===== src/rtl/led_seq_ctrl.sv =====
// Four-LED display sequencer: prescaled or single-step advance over CHASE, BOUNCE,
// BLINK and FILL patterns, with every output registered on a single clock.
module led_seq_ctrl #(
  parameter int PRESCALE = 25_000_000,
  parameter int CNT_W    = 25
) (
  input  logic       clk,
  input  logic       rst,
  input  logic       dir,
  input  logic [1:0] mode,
  input  logic       run,
  input  logic       step,
  output logic [3:0] leds,
  output logic [1:0] pos,
  output logic       tick
);

  typedef enum logic [1:0] {
    M_CHASE  = 2'b00,
    M_BOUNCE = 2'b01,
    M_BLINK  = 2'b10,
    M_FILL   = 2'b11
  } mode_e;

  localparam logic [CNT_W-1:0] CNT_LAST = CNT_W'(PRESCALE - 1);

  logic [CNT_W-1:0] cnt_q, cnt_d;
  mode_e            mode_q, mode_d, mode_in_s;
  logic [1:0]       pos_q, pos_d, pos_entry_s;
  logic [3:0]       leds_q, leds_d;
  logic             bdir_q, bdir_d;
  logic             phase_q, phase_d;
  logic             step_q;
  logic             tick_q;
  logic             adv_s;

  function automatic logic [3:0] onehot(input logic [1:0] p);
    return 4'b0001 << p;
  endfunction

  // Fill grows from LED0 upward when d=1, from LED3 downward when d=0.
  function automatic logic [3:0] fill_pat(input logic [1:0] p, input logic d);
    logic [3:0] r;
    if (d) begin
      r = (4'b0010 << p) - 4'b0001;
    end else begin
      r = ~((4'b0001 << p) - 4'b0001);
    end
    return r;
  endfunction

  function automatic logic [1:0] next_pos(input logic [1:0] p, input logic d);
    logic [1:0] r;
    if (d) begin
      r = p + 2'd1;
    end else begin
      r = p - 2'd1;
    end
    return r;
  endfunction

  assign mode_in_s   = mode_e'(mode);
  assign pos_entry_s = dir ? 2'd0 : 2'd3;
  assign adv_s       = (run & (cnt_q == CNT_LAST)) | (~run & step & ~step_q);

  always_comb begin
    cnt_d   = cnt_q;
    mode_d  = mode_q;
    pos_d   = pos_q;
    leds_d  = leds_q;
    bdir_d  = bdir_q;
    phase_d = phase_q;

    if (!run) begin
      cnt_d = '0;
    end else if (cnt_q == CNT_LAST) begin
      cnt_d = '0;
    end else begin
      cnt_d = cnt_q + {{(CNT_W-1){1'b0}}, 1'b1};
    end

    if (!adv_s) begin
      pos_d = pos_q;
    end else if (mode_in_s != mode_q) begin
      // A mode switch only restarts the new pattern; it never also steps it.
      mode_d  = mode_in_s;
      phase_d = 1'b0;
      bdir_d  = dir;
      pos_d   = pos_entry_s;
      case (mode_in_s)
        M_CHASE:  leds_d = onehot(pos_entry_s);
        M_BOUNCE: leds_d = onehot(pos_entry_s);
        M_BLINK:  leds_d = 4'b1111;
        M_FILL:   leds_d = fill_pat(pos_entry_s, dir);
        default:  leds_d = 4'b0001;
      endcase
    end else begin
      case (mode_q)
        M_CHASE: begin
          pos_d  = next_pos(pos_q, dir);
          leds_d = onehot(next_pos(pos_q, dir));
        end
        M_BOUNCE: begin
          if (bdir_q && (pos_q == 2'd3)) begin
            bdir_d = 1'b0;
            pos_d  = 2'd2;
          end else if (!bdir_q && (pos_q == 2'd0)) begin
            bdir_d = 1'b1;
            pos_d  = 2'd1;
          end else begin
            pos_d  = next_pos(pos_q, bdir_q);
          end
          leds_d = onehot(pos_d);
        end
        M_BLINK: begin
          phase_d = ~phase_q;
          leds_d  = phase_q ? 4'b1111 : 4'b0000;
        end
        M_FILL: begin
          pos_d  = next_pos(pos_q, dir);
          leds_d = fill_pat(next_pos(pos_q, dir), dir);
        end
        default: begin
          pos_d  = pos_q;
          leds_d = leds_q;
        end
      endcase
    end
  end

  always_ff @(posedge clk) begin
    if (rst) begin
      cnt_q   <= '0;
      mode_q  <= M_CHASE;
      pos_q   <= 2'd0;
      leds_q  <= 4'b0001;
      bdir_q  <= 1'b1;
      phase_q <= 1'b0;
      step_q  <= 1'b0;
      tick_q  <= 1'b0;
    end else begin
      cnt_q   <= cnt_d;
      mode_q  <= mode_d;
      pos_q   <= pos_d;
      leds_q  <= leds_d;
      bdir_q  <= bdir_d;
      phase_q <= phase_d;
      step_q  <= step;
      tick_q  <= adv_s;
    end
  end

  assign leds = leds_q;
  assign pos  = pos_q;
  assign tick = tick_q;

endmodule


===== config.mk =====
export PLATFORM = sky130hd
export DESIGN_NAME = led_seq_ctrl
export DESIGN_NICKNAME = d
export VERILOG_FILES = /design/src/rtl/led_seq_ctrl.sv
export SDC_FILE = /design/constraint.sdc
export NUM_CORES = 1
export LEC_CHECK = 0
export CORE_MARGIN = 5
export CORE_UTILIZATION = 40
export CTS_CLUSTER_SIZE = 24
export DETAILED_ROUTE_END_ITERATION = 10
export GPL_TIMING_DRIVEN = 0
export PLACE_DENSITY = 0.56
export SETUP_SLACK_MARGIN = 0.02
export SYNTH_ARGS = -nofsm -noshare
export SYNTH_HDL_FRONTEND = slang
export SYNTH_SLANG_ARGS = --single-unit

===== constraint.sdc =====
create_clock -name clk -period 3.2 [get_ports clk]
set_input_delay 0.32 -clock clk [delete_from_list [all_inputs] [get_ports clk]]
set_output_delay 0.32 -clock clk [all_outputs]
set_load 0.01 [all_outputs]

==> out/results.ini, run 1 <==
[outcome]
status = finished, final reports clean

[clock_tree]
ctsHoldBuffers = 0
cts_max_path_buffers = 2
cts_resized = 0
cts_root_buffer = clkbuf_8
h-tree-depth = 2
tritoncts = done
insertion_delay_ps = 280
cts_inserted_buffers = 5
post_cts_buffers = 0
cts_sinks = 37
clk_pin_slew_worst_paths_ps = 70

[floorplanning]
die-area_um2 = 6770
start_util_pct = 41.2
io_pins = 14
core_area_um2 = 5070
die_y_um = 82.3
die_w_um = 82.3
fp-row-count = 26

[synthesis]
yosysSeqAreaShare_pct = 35.4
synth.largest_area_cell = dfxtp_1
ys_top_cells_by_area = dfxtp_1 (35%), xnor2_1 (8.8%), nor2_1 (7.5%), ha_1 (4.2%), inv_1 (3.6%)
synth.distinct_cells = 46
synth_compound_area_share_pct = 14.1
synth_top_family_by_area = simple AND/OR/NAND/NOR gates
synth_edf_count = 0
synth-seq-cells = 37
yosys.area_share.simple_pct = 26.8
syn_avg_cell_area_um2 = 8.23
synth_top_area_share_pct = 35.4
syn_inst = 254
synth_fa_ha_area_share_pct = 4.19
synth_flop_cell = dfxtp_1
synth_mux_area_share_pct = 1.50
yosysWarnings = 0
netlist_area_um2 = 2090
synthArstFlopShare_pct = 0
synthXorXnorAreaFrac_pct = 11.7
syn_nets = 268

[pwr]
p_per_area_nw_per_um2 = 397
max-vdd-ir-drop_v = 0.000235
combinationalPowerShare_pct = 13.0
p_switching_w = 0.000237
power_frac_seq_pct = 50.0
clockPowerShare_pct = 37.0
static-leakage-power_nw = 0.817
switching_share_pct = 24.9
power.total_w = 0.000952
power.internal_w = 0.000715

[critical_path]
start_kind = flop
critical_path_class = reg2reg
cp_max_fo = 9
endpoint_kind = flop
arrival_ps = 2910
required_ps = 3400

[sta]
slew_headroom_pct = 66.6
setup_violations = 0
grt_setup_unrepaired = no
max_freq_mhz = 369
post-route-period-util_pct = 84.8
fin_tns_setup_ps = 0
setup_ws_ps = 487
final_max_slew_viol_count = 0
min_period_ps = 2710
fin_worst_skew_ps = 4.77
tightest_slew_ps = 501
hold_violations = 0

[global_routing]
grt_pass1_wl_mm = 7.38
grtUsageTotal_pct = 14.1
grt_pass1_vias = 1528
antenna_found_initial = 0
grt_max_degree = 12
grt_overflow_total = 0

[detailed_routing]
postRouteAntennaNets = 0
first_pass_iters = 4
drt_iter0_markers = 134
drt-total-wl_mm = 4.47
avgRoutedWirePerCell_um = 13.0
drc = 0
viasPerCell = 5.22
via_count = 1795

[worst_hold_path]
worst_hold_path_type = reg2reg

[placement]
place_ws_ps = 534
routabilityCongestion = 0.840
hpwlAfterDp_mm = 3.35
dpl_cell_area_um2 = 2300
port_buffers = 12

[final_layout]
final_util_pct = 47.3
final_area_um2 = 2400
n_antenna_cell = 0
final_common_cell = nor2_1
nets = 287
area_delta_synth_final_pct = 14.8
drive_gt1_share_pct = 8.39
layout_common_cells = nor2_1 (42), dfxtp_1 (37), xnor2_1 (21)

[flow_run]
max-cap-violations = 0

-- critical path, stage by stage (launching register included) --
cell	delay (ps)
dfxtp_1	350
clkbuf_1	340
inv_1	180
ha_1	390
nor3_1	320
and3b_1	220
o32a_1	340
or4_1	400
o31ai_1	80
-- logic make-up after synthesis --
| kind of cell | Yosys count |
|---|---|
| buffers and inverters | 31 |
| XOR/XNOR | 28 |
| flip-flops | 37 |
| AO/OA/AOI/OAI | 42 |
| adder cells (fa/ha/maj) | 7 |
| multiplexers | 3 |
| AND/OR/NAND/NOR | 106 |
-- per-stage QoR --
stage	std cells	hold slack, ps
finish	344	469
global route	344	490
CTS	344	472
detailed placement	336	461
global placement	336	460
floorplan	254	404
-- layout make-up --
type | count | area [µm²]
clock buffers | 7 | 96.3
inverters | 20 | 75.1
well taps | 70 | 87.6
repair buffers | 12 | 120
flip-flops and latches | 37 | 741
clock inverters | 1 | 5.00
multi-input cells | 186 | 1220
plain buffers | 11 | 56.3
fillers | 548 | 2680
-- power groups by stage --
stage | Clock (W) | Combinational, W | Sequential [W]
final | 0.000352 | 0.000124 | 0.000476
after global routing | 0.000389 | 0.000137 | 0.000477
after CTS | 0.000364 | 0.000124 | 0.000476
after detailed placement | 0 | 0.000124 | 0.000487
after global placement | 0 | 0.000123 | 0.000487
after floorplan | 0 | 0.0000799 | 0.000488
-- routing by layer --
layer	share of wire (%)	GRT usage, %	vias up
met5	0	0	-
met4	0.83	3.49	0
met3	4.3	3.36	5
met2	42	20.4	33
met1	53	20.8	834
li1	-	-	923
-- cells in the mapped netlist, types with 2 or more instances --
master     n
nor2b_1    6
nand4_1    4
xor2_1     7
or4_1      2
a21oi_1   12
a31oi_1    4
ha_1       7
inv_1     20
a21o_1     2
nor3_1     7
o311ai_0   2
a221oi_1   4
nor4b_2    2
and4_4     2
o21ai_0    8
xnor2_1   21
mux2i_1    2
nand2_1   12
nor4_1     6
buf_2      5
and3_1     3
nor3b_1    2
nand3_1   10
dfxtp_1   37
o31ai_1    2
nor2_1    42
clkbuf_1   4
-- sequential cells by signal (all words and copies together), names as in the netlist --
name and flops:
mode_q 2, leds 4, pos 2, bdir_q 1, step_q 1, tick 1
cnt_q 25, phase_q 1
-- worst paths after layout --
check	cells after the start	to	start	slack, ps
setup / recovery	8	pos[1]$_SDFFE_PP0P_	pos[0]$_SDFFE_PP0P_	490
hold / removal	2	leds[1]$_SDFFE_PP0P_	leds[1]$_SDFFE_PP0P_	470
setup reg to reg	8	pos[1]$_SDFFE_PP0P_	pos[0]$_SDFFE_PP0P_	490
hold reg to reg	2	leds[1]$_SDFFE_PP0P_	leds[1]$_SDFFE_PP0P_	470
Note: power is estimated with default switching activity, not from simulation.
==> inputs of run 2 (changes only) <==
--- a/config.mk
+++ b/config.mk
@@ -10,7 +10,7 @@
 export CTS_CLUSTER_SIZE = 24
 export DETAILED_ROUTE_END_ITERATION = 10
 export GPL_TIMING_DRIVEN = 0
-export PLACE_DENSITY = 0.56
+export PLACE_DENSITY = 0.58
 export SETUP_SLACK_MARGIN = 0.02
 export SYNTH_ARGS = -nofsm -noshare
 export SYNTH_HDL_FRONTEND = slang
==> constraint.sdc (replaced) <==
create_clock -name clk -period 2.2 [get_ports clk]
set_input_delay 0.22 -clock clk [delete_from_list [all_inputs] [get_ports clk]]
set_output_delay 0.22 -clock clk [all_outputs]
set_load 0.01 [all_outputs]
==> run 2 against run 1 <==
  * Sequential power grew 46%
  * Clock skew increased by 3.2 ps
  * Utilization is 1.6 points higher
  * Total power rose by 45%
  * Global-route usage is 0.32 points higher
  * Flip-flop and latch count unchanged
  * Critical path depth unchanged
  * Via count is 1.1% lower
  * Fmax rose by 29%
  * Sequential share of layout area shrank 0.95 points
  * Non-clock buffer count is 2 higher
  * Critical path type unchanged
  * Critical endpoint unchanged
  * Largest cell class unchanged
  * Largest power group unchanged
==> out/results.ini, run 2 (synthesized netlist as in run 1, its figures left out) <==
[placement]
hpwlAfterDp_mm = 3.21
port_buffers = 12
dpl_cell_area_um2 = 2310
dp.cells = 336
routabilityCongestion = 0.823

[clock_tree]
clk_pin_slew_worst_paths_ps = 70
cts_inserted_buffers = 5
cts_sinks = 37
cts_max_path_buffers = 2
ctsHoldBuffers = 0
h-tree-depth = 2
cts_root_buffer = clkbuf_8
insertion_delay_ps = 280
tritoncts = done

[critical_path]
endpoint_kind = flop
max_stage_delay_ps = 410
required_ps = 2400
r2r_start = pos[0]$_SDFFE_PP0P_
cp_num_cells = 8
r2r_setup_slack_ps = 90
arrival_ps = 2310
crit_slowest_cell = or4_1
reg2reg_depth = 8
critical_path_class = reg2reg
start_kind = flop
cp_max_fo = 9
path_buf_inv = 2
cp_top_family = simple AND/OR/NAND/NOR gates
path_cells = buf_8, inv_2, ha_4, nor3_4, and3b_1, o32a_1, or4_1, o31ai_1
reg2reg_to = pos[1]$_SDFFE_PP0P_

[sta]
hold_violations = 0
setup_violations = 0
tightest_slew_ps = 449
fin_worst_skew_ps = 7.94
fin_tns_setup_ps = 0
post-route-period-util_pct = 95.9
min_period_ps = 2110
max_freq_mhz = 474
slew_headroom_pct = 70.0
final_max_slew_viol_count = 0
grt_setup_unrepaired = no

[detailed_routing]
viasPerCell = 5.13
drt-total-wl_mm = 4.34
postRouteAntennaNets = 0
via_count = 1776
drt_iter0_markers = 70
first_pass_iters = 4
drc = 0
avgRoutedWirePerCell_um = 12.6

[floorplanning]
die-area_um2 = 6770
core_area_um2 = 5070
fp-row-count = 26
die_y_um = 82.3
die_w_um = 82.3
io_pins = 14
start_util_pct = 41.2

[outcome]
status = finished, final reports clean

[final_layout]
final_util_pct = 48.8
final_area_um2 = 2480
drive_gt1_share_pct = 12.7
final_cells = 346
largest_register_ffs = 25
layout_common_cells = nor2_1 (42), dfxtp_1 (36), xnor2_1 (21)
nets = 289
area_delta_synth_final_pct = 18.6
final_common_cell = nor2_1
regMostFlops = cnt_q
n_antenna_cell = 0

[pwr]
static-leakage-power_nw = 0.842
max-vdd-ir-drop_v = 0.000468
power.total_w = 0.00138
p_per_area_nw_per_um2 = 559

[global_routing]
grt_pass1_wl_mm = 7.62
grt_pass1_vias = 1622
grt_max_degree = 13
antenna_found_initial = 0
grt_overflow_total = 0
grtUsageTotal_pct = 14.4

[worst_hold_path]
hold_depth = 2
hold_start = leds[2]$_SDFFE_PP0P_
worst_hold_path_type = reg2reg
hold_path_end = leds[2]$_SDFFE_PP0P_

[flow_run]
max-cap-violations = 0

==> run 2: through the flow <==
stage	hold slack [ps]	setup WS [ps]
2_1_floorplan	304	52.0
5_1_grt	518	13.3
4_1_cts	489	66.9
3_3_place_gp	464	-172
3_5_place_dp	477	-147
6_report	477	90.5
==> run 2: worst min-delay path: stages (launching register included) <==
cell      delay, ps
dfxtp_1         310
inv_1            50
a221oi_1         70
==> run 2: cell type report <==
cell class | count | area, µm²
buffer | 11 | 73.8
inverter | 20 | 75.1
clock buffer | 6 | 82.6
fill | 516 | 2600
tap | 70 | 87.6
clock inverter | 2 | 13.8
multi-input combinational | 186 | 1270
timing repair buffer | 14 | 135
sequential | 37 | 742
==> run 2: worst max path at each step <==
stage	from	end	slack (ps)
2_1_floorplan	pos[0]$_SDFFE_PP0P_	pos[1]$_SDFFE_PP0P_	50
3_3_place_gp	pos[0]$_SDFFE_PP0P_	pos[1]$_SDFFE_PP0P_	-170
3_5_place_dp	pos[0]$_SDFFE_PP0P_	pos[1]$_SDFFE_PP0P_	-150
4_1_cts	pos[0]$_SDFFE_PP0P_	pos[1]$_SDFFE_PP0P_	70
5_1_grt	mode_q[0]$_SDFFE_PP0P_	leds[2]$_SDFFE_PP0P_	10
6_report	pos[0]$_SDFFE_PP0P_	pos[1]$_SDFFE_PP0P_	90
==> run 2: power breakdown <==
| group | switching (W) | internal (W) |
|---|---|---|
| clock network | 0.000234 | 0.000254 |
| registers | 0.0000113 | 0.000682 |
| logic | 0.000113 | 0.0000897 |
==> run 2: per-layer routing <==
metal | global-route usage [%] | part of all wire (%) | wire, µm
met3 | 3.47 | 3.8 | 164
met4 | 3.99 | 1.2 | 50
met1 | 19.6 | 50 | 2190
met2 | 22.6 | 45 | 1940
met5 | 0 | 0 | 0
==> run 2: timing repair <==
action | 4_1_cts | 5_1_grt
pin swaps | 1 | 3
setup endpoints to repair | 5 | 5
gates resized for setup | 6 | 10
setup buffers | 1 | 1
